--- src/rtl/kt8_reg_dump.sv ---
// kt8_reg_dump: read-only debug port for the KT8 data registers.
// On start it snapshots {A, B, R} into a 24-bit frame and shifts it out
// MSB-first on a synchronous serial link (sclk/data/frame). It never
// writes back to the register bank.
module kt8_reg_dump #(
    parameter int unsigned CLK_DIV = 4  // system clocks per sclk half-period, 1..255
) (
    input  logic       clk_i,
    input  logic       rst_ni,
    input  logic       start_i,
    input  logic       hold_i,
    input  logic [7:0] a_i,
    input  logic [7:0] b_i,
    input  logic [7:0] r_i,
    output logic       sclk_o,
    output logic       data_o,
    output logic       frame_o,
    output logic       busy_o,
    output logic       done_o
);

    typedef enum logic [0:0] {
        StIdle,
        StShift
    } state_e;

    // Divider terminal count; the divider is 8 bits wide.
    localparam logic [7:0] DivMax = 8'(CLK_DIV - 1);

    state_e      state_q, state_d;
    logic [7:0]  div_q, div_d;
    logic [23:0] shreg_q, shreg_d;
    logic [4:0]  cnt_q, cnt_d;
    logic        sclk_q, sclk_d;
    logic        data_q, data_d;
    logic        frame_q, frame_d;
    logic        done_q, done_d;

    logic        div_wrap;

    assign div_wrap = (div_q == DivMax);

    // Next-state logic: frame launch in idle, divided sclk and shifting in shift.
    always_comb begin
        state_d = state_q;
        div_d   = div_q;
        shreg_d = shreg_q;
        cnt_d   = cnt_q;
        sclk_d  = sclk_q;
        data_d  = data_q;
        frame_d = frame_q;
        done_d  = 1'b0;

        unique case (state_q)
            StIdle: begin
                sclk_d  = 1'b0;
                data_d  = 1'b0;
                frame_d = 1'b0;
                // hold_i has no effect here; only start_i matters.
                if (start_i) begin
                    shreg_d = {a_i, b_i, r_i};
                    cnt_d   = 5'd23;
                    div_d   = 8'd0;
                    frame_d = 1'b1;
                    data_d  = a_i[7];
                    state_d = StShift;
                end
            end

            StShift: begin
                // start_i is ignored while a frame is in flight.
                if (!hold_i) begin
                    if (div_wrap) begin
                        div_d  = 8'd0;
                        sclk_d = ~sclk_q;
                        // Falling toggle: the host has sampled the current bit.
                        if (sclk_q) begin
                            if (cnt_q == 5'd0) begin
                                state_d = StIdle;
                                frame_d = 1'b0;
                                data_d  = 1'b0;
                                done_d  = 1'b1;
                            end else begin
                                shreg_d = {shreg_q[22:0], 1'b0};
                                data_d  = shreg_q[22];
                                cnt_d   = cnt_q - 5'd1;
                            end
                        end
                    end else begin
                        div_d = div_q + 8'd1;
                    end
                end
            end

            default: begin
                state_d = StIdle;
            end
        endcase
    end

    // State register; reset abandons any partial frame without a done pulse.
    always_ff @(posedge clk_i or negedge rst_ni) begin
        if (!rst_ni) begin
            state_q <= StIdle;
            div_q   <= 8'd0;
            shreg_q <= 24'd0;
            cnt_q   <= 5'd0;
            sclk_q  <= 1'b0;
            data_q  <= 1'b0;
            frame_q <= 1'b0;
            done_q  <= 1'b0;
        end else begin
            state_q <= state_d;
            div_q   <= div_d;
            shreg_q <= shreg_d;
            cnt_q   <= cnt_d;
            sclk_q  <= sclk_d;
            data_q  <= data_d;
            frame_q <= frame_d;
            done_q  <= done_d;
        end
    end

    // All outputs come straight from registers.
    always_comb begin
        sclk_o  = sclk_q;
        data_o  = data_q;
        frame_o = frame_q;
        busy_o  = frame_q;
        done_o  = done_q;
    end

endmodule

--- config.mk ---
export PLATFORM = sky130hd
export DESIGN_NAME = kt8_reg_dump
export DESIGN_NICKNAME = d
export VERILOG_FILES = /design/src/rtl/kt8_reg_dump.sv
export SDC_FILE = /design/constraint.sdc
export NUM_CORES = 1
export LEC_CHECK = 0
export ABC_AREA = 1
export CAP_MARGIN = 20
export CORE_MARGIN = 4
export CORE_UTILIZATION = 58
export DETAILED_ROUTE_END_ITERATION = 16
export GPL_TIMING_DRIVEN = 0
export PLACE_DENSITY_LB_ADDON = 0.1
export SETUP_SLACK_MARGIN = 0.15
export SKIP_CTS_REPAIR_TIMING = 1
export SLEW_MARGIN = 20
export SYNTH_ARGS = -nofsm -noshare
export SYNTH_HDL_FRONTEND = slang
export SYNTH_SLANG_ARGS = --single-unit
--- constraint.sdc ---
create_clock -name clk_i -period 4.9 [get_ports clk_i]
set_clock_uncertainty 0.1 [all_clocks]
set_input_delay 0.49 -clock clk_i [delete_from_list [all_inputs] [get_ports clk_i]]
set_output_delay 0.49 -clock clk_i [all_outputs]
set_load 0.005 [all_outputs]
### Word-level counts from Yosys, hierarchy flattened

Index checks and enable logic that the tools add are counted.

* shift operators: 0
* eq/ne operators: 7
* order comparisons: 0
* multipliers: 0
* bitwise gates (word level): 2
* div/mod/pow operators: 0
* reduce and logical (&&, ||, !) cells: 6
* add/subtract/negate cells: 2
* mux-type cells: 41

Operators by type and width (count)
* two-way mux 23 bit: 5
* case mux 23 bit (2 select lines): 1
* two-way mux 5 bit: 5
* two-way mux 8 bit: 3
* two-way mux 1 bit: 21
* case mux 8 bit (2 select lines): 1
* case mux 5 bit (2 select lines): 1
* adder 8 x 1 -> 8 bit, second input constant: 1
* == test 8 x 2 -> 1 bit, second input constant: 1
* case mux 1 bit (2 select lines): 4
* != test 2 x 1 -> 1 bit, second input constant: 3
* != test 2 bit, second input constant: 3
* logical NOT 5 bit: 1
* AND reduction 5 bit: 1
* subtractor 5 x 1 -> 5 bit, second input constant: 1
* AND reduction 2 bit: 2
* AND reduction 4 bit: 1
* AND reduction 3 bit: 1
* NOT 1 bit: 2

* memories: 0
* bits in writable memories: 0
* output and inout port bits: 5
* bits in read-only memories: 0
* latch bits: 0
* register bits: 41

### Logic depth before layout (Yosys ltp)

Gate-level depths: netlist (run 1).

* depth in word-level cells: 6
* mapped depth: 9
* mapped depth without buffers: 9

### Least setup slack after synthesis (run 1)

Ideal clock, no wire load.

* kind: reg2reg
* start: reg div_q[0]
* end: reg cnt_q[2]
* required time: 4.683 ns
* data arrival time: 1.336 ns
* clock period less this slack: 1.553 ns
* cell stages (with the launch flop): 10
* path slack: 3.347 ns
* path through: dfrtp_1 -> ha_1 -> nand2_1 -> nor2_2 -> nand3_2 -> nand2_4 -> nand2_4 -> buf_6 -> nand2_1 -> nand2_1

* word-level cells in the longest chain between the ends: 3

RTL lines
* start, declared: line 31 `logic [7:0] div_q, div_d;`
* start signal, assigned: line 114 `div_q <= div_d;`
* == test 8 x 2 -> 1 bit: line 41 `assign div_wrap = (div_q == DivMax);`
* != test 2 x 1 -> 1 bit (no line)
* AND reduction 5 bit (no line)
* end signal, assigned: line 116 `cnt_q <= cnt_d;`
* end, declared: line 33 `logic [4:0] cnt_q, cnt_d;`

No other way between the ends.
A chain may end at the register's enable or synchronous reset.

### Final worst setup path (run 1)

* start: reg frame_q (netlist: busy_o)
* end: out frame_o

RTL lines
* start, declared: line 36 `logic frame_q, frame_d;`
* start signal, assigned: line 119 `frame_q <= frame_d;`
* end, declared: line 17 `output logic frame_o,`

No word-level cell between the ends.

==> impl_metrics.tcl, run 1 <==
set metrics [dict create \
    status "finished, final reports clean" \
    synthArstFlopShare_pct 100 \
    grt_max_degree 25 \
    remaining_drc_errors 0 \
    synth_area_leader_cell "sky130_fd_sc_hd__dfrtp_1" \
    fillCellCount 289 \
    maxCapViolations 0 \
    htreeDepth 2 \
    crit_buf_inv 2 \
    tritoncts.num_buffers 5 \
    cts-root-to-sink-buffers 2 \
    cp_cell_sequence "buf_4, clkdlybuf4s50_1" \
    setup_tns_final_ps 0 \
    num_rows 22 \
    detail_route.iter0.violations 120 \
    cp_slowest_stage_delay_ps 480 \
    setup_repair_after_global_routing_missed_its_margin "no" \
    synth_sequential_area_ratio_pct 45.7 \
    synth_top_cells_by_count "sky130_fd_sc_hd__nand2_1, sky130_fd_sc_hd__dfrtp_1, sky130_fd_sc_hd__nand3_1" \
    final-hold-violation-count 0 \
    initial_utilization_pct 60.9 \
    worstHoldPathType "input pin to asynchronous set/reset pin" \
    period_needed_ps 1850 \
    port-buffer-count 32 \
    hpwlAfterDp_um 3360 \
    first_global_vias 1940 \
    synthToLayoutAreaGrowth_pct 21.8 \
    worst_pin_slew_ps 490 \
    detail_route.wl_per_cell_um 11.6 \
    synth_enable_flop_cells 0 \
    cp_top_family "buffers and inverters" \
    io_pins 33 \
    cts.root.buffer_cell "sky130_fd_sc_hd__clkbuf_8" \
    final_net_count 386 \
    num_vias 2036 \
    areal_power_density_over_the_cells_nw_per_um2 484 \
    p_leak_nw 1.48 \
    drive_above_1_share_pct 7.30 \
    post_drt_via_cell_ratio 5.04 \
    post-synth-top-area-fraction_pct 45.7 \
    detail_route.first_pass.iterations 4 \
    grtUsageTotal_pct 20.3 \
    end_kind "output port" \
    worst_setup_path_category "flop to output port" \
    critical_path.slowest_cell "sky130_fd_sc_hd__clkdlybuf4s50_1" \
    synthCells 316 \
    design.core.area_sq_um 3690 \
    max-vdd-ir-drop_mv 0.321 \
    dominant_synthesized_flop_cell "sky130_fd_sc_hd__dfrtp_1" \
    cts_sinks 41 \
    route.antenna.remaining_nets 0 \
    gp_congestion 0.813 \
    floorplan.die.height_um 70.2 \
    final_slew_violations 0 \
    postSynthRegisterBits 41 \
    antenna_cells 0 \
    dieWidth_um 70.2 \
    antenna_found_initial 0 \
    synth_most_common_cell "sky130_fd_sc_hd__nand2_1" \
    fmax_mhz 541 \
    setup-violations-final 0 \
    relSlewSlack_pct 67.3 \
    instances_no_fill 404 \
    synthesized_netlist_net_count 346 \
    path_max_fanout 3 \
    dp_cells 397 \
    tritoncts "done" \
    global_route.overflow_total 0 \
    clk_pin_slew_worst_paths_ps 80 \
    data_required_time_at_the_worst_endpoint_ps 4310 \
    synth.lib_cells_used.distinct 21 \
    post_synthesis_cell_area_sq_um 2250 \
    grt_first_pass_wirelength_um 8190 \
    wirelength_um 4690 \
    yosys_warnings 0 \
    cp.arrival_ps 1260 \
    die_area_sq_um 4930 \
    synth_top_cells_by_area "sky130_fd_sc_hd__dfrtp_1, sky130_fd_sc_hd__nand2_1, sky130_fd_sc_hd__nand3_1" \
    syn_area_per_cell_sq_um 7.11 \
    clock_latency_ps 290 \
    crit_path_start_kind "flop" \
    period_share_pct 37.7 \
]
[metrics by stage]
step                setup WS (ps)  hold slack, ps  utilization [%]  cell area [sq um]  power, mW
floorplan                    3350            94.4                -               2250      0.950
global placement             2210             354             71.2               2630       1.09
detailed placement           2980             359             71.8               2650       1.11
CTS                          3040            53.3             74.2               2740       1.33
global route                 2980            64.1             74.2               2740       1.45
finish                       3050            40.0             74.2               2740       1.32
[power breakdown]
group / switching (mW) / leakage (nW) / internal, mW
Clock: 0.108 / 0.0443 / 0.112
Combinational: 0.303 / 0.955 / 0.239
Sequential: 0.0919 / 0.476 / 0.471
Total: 0.503 / 1.48 / 0.821
[worst register-to-register path: stages, from the launching register on]
cell and delay (ps):
sky130_fd_sc_hd__dfrtp_1 440, sky130_fd_sc_hd__ha_1 290, sky130_fd_sc_hd__nand2_1 90, sky130_fd_sc_hd__nor2_2 150
sky130_fd_sc_hd__nand3_2 110, sky130_fd_sc_hd__nand2_4 120, sky130_fd_sc_hd__nand2_4 110, sky130_fd_sc_hd__buf_6 160
sky130_fd_sc_hd__nand2_1 60, sky130_fd_sc_hd__nand2_1 50
[layer usage]
layer / global-route usage, % / vias to the layer above / share of wire (%)
li1: - / 1069 / -
met1: 25.8 / 920 / 47
met2: 33.6 / 39 / 47
met3: 5.04 / 8 / 4.0
met4: 6.81 / 0 / 1.5
met5: 0 / - / 0
[state kept, by name (all words and copies together), names as in the netlist]
signal and cells:
busy_o 1, cnt_q 5, data_o 1, div_q 8, done_o 1, sclk_o 1, shreg_q 23, state_q 1
[worst paths after layout]
| check | startpoint | end | slack [ps] | cells past startpoint |
|---|---|---|---|---|
| min in group clk_i | shreg_q[15] | shreg_q[15] | 370 | 2 |
| max | busy_o | frame_o | 3050 | 2 |
| min | rst_ni | div_q[5] | 40 | 1 |
| max reg2reg | div_q[0] | cnt_q[0] | 3110 | 9 |
| max in group asynchronous | rst_ni | shreg_q[11] | 4180 | 2 |
| min reg2reg | shreg_q[15] | shreg_q[15] | 370 | 2 |
[logic make-up (layout without fill, tap and decap cells)]
family / after synthesis / count (layout) / synth area share [%]
buffers and inverters: 37 / 77 / 8.25
AO/OA/AOI/OAI: 5 / 5 / 1.11
adder cells (fa/ha/maj): 2 / 2 / 1.11
flip-flops: 41 / 41 / 45.7
XOR/XNOR: 4 / 4 / 1.56
AND/OR/NAND/NOR: 227 / 227 / 42.3
[area by class of cell]
type | count | area [sq um] | area share [%]
clock buffer | 7 | 86.3 | 3.16
timing repair buffer | 33 | 343 | 12.5
sequential | 41 | 1030 | 37.5
inverter | 22 | 82.6 | 3.02
buffer | 15 | 103 | 3.75
tap | 48 | 60.1 | 2.20
multi-input combinational | 238 | 1030 | 37.8
[cell usage in the layout, fill, tap and decap left out]
master / count
sky130_fd_sc_hd__nand2_1: 161
sky130_fd_sc_hd__nand3_1: 37
sky130_fd_sc_hd__nand4_1: 8
sky130_fd_sc_hd__xor2_1: 3
sky130_fd_sc_hd__nand2_2: 1
sky130_fd_sc_hd__inv_1: 22
sky130_fd_sc_hd__buf_6: 3
sky130_fd_sc_hd__dfrtp_1: 41
sky130_fd_sc_hd__nor2_1: 14
sky130_fd_sc_hd__a21oi_1: 4
sky130_fd_sc_hd__nor2_2: 2
sky130_fd_sc_hd__clkbuf_8: 6
sky130_fd_sc_hd__buf_2: 5
sky130_fd_sc_hd__nand2_4: 2
sky130_fd_sc_hd__buf_4: 5
sky130_fd_sc_hd__buf_16: 1
sky130_fd_sc_hd__nor4_1: 1
sky130_fd_sc_hd__xnor2_1: 1
sky130_fd_sc_hd__ha_1: 2
sky130_fd_sc_hd__clkbuf_1: 2
sky130_fd_sc_hd__o21ai_0: 1
sky130_fd_sc_hd__nand3_2: 1
sky130_fd_sc_hd__buf_1: 2
sky130_fd_sc_hd__clkdlybuf4s50_1: 31
No activity file was read; power rests on OpenSTA's default activity.
==> run 2: changes to the inputs <==
--- a/config.mk
+++ b/config.mk
@@ -8,7 +8,7 @@
 export ABC_AREA = 1
 export CAP_MARGIN = 20
 export CORE_MARGIN = 4
-export CORE_UTILIZATION = 58
+export CORE_UTILIZATION = 49
 export DETAILED_ROUTE_END_ITERATION = 16
 export GPL_TIMING_DRIVEN = 0
 export PLACE_DENSITY_LB_ADDON = 0.1
==> constraint.sdc (replaced) <==
create_clock -name clk_i -period 1.6 [get_ports clk_i]
set_clock_uncertainty 0.1 [all_clocks]
set_input_delay 0.16 -clock clk_i [delete_from_list [all_inputs] [get_ports clk_i]]
set_output_delay 0.16 -clock clk_i [all_outputs]
set_load 0.005 [all_outputs]
==> run 2 against run 1 <==
  * Power increased to 3.6 times the previous value
  * Via count increased by 5.6%
  * Largest power group is now combinational logic
  * Global-route usage decreased by 1.4 points
  * Register-to-register slack got worse by 3100 ps
  * Sequential share of layout area decreased by 4.7 points
  * Highest routed layer unchanged
  * Flip-flop and latch count unchanged
==> impl_metrics.tcl, run 2 (synthesis results as in run 1) <==
set metrics [dict create \
    htreeDepth 2 \
    wirelength_um 5450 \
    p_switching_mw 1.86 \
    detail_route.wl_per_cell_um 12.7 \
    tritoncts "done" \
    antenna_found_initial 0 \
    antenna_cells 0 \
    mostFrequentLayoutCells "sky130_fd_sc_hd__nand2_1, sky130_fd_sc_hd__dfrtp_1, sky130_fd_sc_hd__clkdlybuf4s50_1" \
    max-vdd-ir-drop_mv 0.886 \
    drive_above_1_share_pct 22.8 \
    port-buffer-count 32 \
    use_met1_pct 26.4 \
    worst_setup_path_category "flop to flop" \
    dp_cells 401 \
    cp.arrival_ps 1650 \
    final_common_cell "sky130_fd_sc_hd__nand2_1" \
    initial_utilization_pct 51.2 \
    period_share_pct 97.6 \
    areal_power_density_over_the_cells_nw_per_um2 1500 \
    p_leak_nw 1.67 \
    route.antenna.remaining_nets 0 \
    end_kind "flop" \
    clock_latency_ps 300 \
    power.combinational.fraction_pct 49.2 \
    gp_congestion 0.784 \
    cts-root-to-sink-buffers 2 \
    tritoncts.num_buffers 5 \
    p_int_mw 2.85 \
    layout.area.seq_sq_um 1030 \
    cts.root.buffer_cell "sky130_fd_sc_hd__clkbuf_8" \
    final-hold-violation-count 0 \
    detailed_place.area_sq_um 2680 \
    dieWidth_um 75.7 \
    num_vias 2150 \
    instances_no_fill 429 \
    number_of_flip_flops_in_the_largest_register 23 \
    crit_path_start_kind "flop" \
    first_global_vias 1849 \
    maxCapViolations 0 \
    reg.largest.list "shreg_q: 23 flops, div_q: 8 flops, cnt_q: 5 flops" \
    global_route.usage.met2_pct 29.5 \
    status "finished, final reports clean" \
    grt_first_pass_wirelength_um 8300 \
    floorplan.die.height_um 75.7 \
    global_route.overflow_total 0 \
    io_pins 33 \
    num_rows 24 \
    global_route.usage.met3_pct 4.09 \
    multiInputGateArea_sq_um 1200 \
    power_switching_share_pct 39.5 \
    synthToLayoutAreaGrowth_pct 39.9 \
    clk_pin_slew_worst_paths_ps 80 \
    final_net_count 408 \
    worst_pin_slew_ps 499 \
    setup-violations-final 0 \
    p_clk_share_pct 13.7 \
    grt_max_degree 24 \
    fmax_mhz 640 \
    relSlewSlack_pct 66.7 \
    setup_repair_after_global_routing_missed_its_margin "yes" \
    largest_register "shreg_q" \
    final_design_area_no_fill_sq_um 3140 \
    fillCellCount 339 \
    grtUsageTotal_pct 18.9 \
    design.core.area_sq_um 4380 \
    power.sequential.fraction_pct 37.2 \
    detail_route.first_pass.iterations 5 \
    die_area_sq_um 5730 \
    final_slew_violations 0 \
    worstHoldPathType "input pin to asynchronous set/reset pin" \
    grt_busiest_layer "met2" \
    period_needed_ps 1560 \
    hpwlAfterDp_um 3400 \
    detail_route.iter0.violations 99 \
    post_drt_via_cell_ratio 5.01 \
    remaining_drc_errors 0 \
    cts_sinks 41 \
    path_max_fanout 7 \
    data_required_time_at_the_worst_endpoint_ps 1690 \
]
[run 2: changes by cell type in the layout (fill, tap and decap cells not counted), moves of 4 or more]
cell	before	now
sky130_fd_sc_hd__nand2_1	161	144
sky130_fd_sc_hd__buf_4	5	21
sky130_fd_sc_hd__nand2_2	1	14
sky130_fd_sc_hd__nand3_1	37	26
sky130_fd_sc_hd__nand3_2	1	12
sky130_fd_sc_hd__clkdlybuf4s50_1	31	27
sky130_fd_sc_hd__dlymetal6s2s_1	0	4
[run 2: per-stage QoR]
stage	hold WS [ps]	TNS, ps	util (%)	power, mW	setup slack [ps]
6_report	265	0	71.7	4.70	38.5
5_1_grt	329	-297	71.7	5.10	-26.6
4_1_cts	-268	-1010	62.8	4.11	-68.6
3_5_place_dp	51.3	-772	61.2	3.46	-56.0
3_3_place_gp	354	-35410	60.6	3.41	-852
2_1_floorplan	-236	0	-	2.97	128
[run 2: path summary, 6_finish.rpt]
path / from / end / slack, ps / depth (start not counted)
max: div_q[1] / shreg_q[8] / 40 / 9
min reg2reg: shreg_q[6] / shreg_q[6] / 370 / 2
max in group asynchronous: rst_ni / div_q[5] / 630 / 3
min: rst_ni / cnt_q[3] / 270 / 2
min in group clk_i: hold_i / done_o / 360 / 2
max reg2reg: div_q[1] / shreg_q[8] / 40 / 9
[run 2: power by group through the flow]
stage | registers [mW] | logic, mW | clock network (mW)
after floorplan | 1.69 | 1.28 | 0
after global placement | 1.74 | 1.67 | 0
after detailed placement | 1.75 | 1.71 | 0
after CTS | 1.73 | 1.72 | 0.655
after global routing | 1.80 | 2.61 | 0.701
final | 1.75 | 2.31 | 0.642
[run 2: layout make-up]
type | instances | share of cell area [%]
Clock buffer | 5 | 2.19
Inverter | 22 | 2.63
Tap cell | 52 | 2.07
Buffer | 15 | 3.82
Clock inverter | 1 | 0.159
Multi-Input combinational cell | 238 | 38.2
Sequential cell | 41 | 32.8
Timing Repair Buffer | 55 | 18.2
[run 2: metal layers]
layer  share of wire, %  vias to the layer above
met2                 48                       47
met5                  0                        -
met3                4.9                        7
li1                   -                     1106
met1                 46                      990
met4                1.2                        0
[run 2: worst max-delay path: stages (launching register included)]
cell and delay, ps:
sky130_fd_sc_hd__dfrtp_1 400, sky130_fd_sc_hd__ha_4 170, sky130_fd_sc_hd__nand2_4 50, sky130_fd_sc_hd__nor2_4 110
sky130_fd_sc_hd__nand3_2 110, sky130_fd_sc_hd__nand2_4 140, sky130_fd_sc_hd__nand2_8 100, sky130_fd_sc_hd__clkbuf_16 180
sky130_fd_sc_hd__nand2_2 50, sky130_fd_sc_hd__nand2_1 40
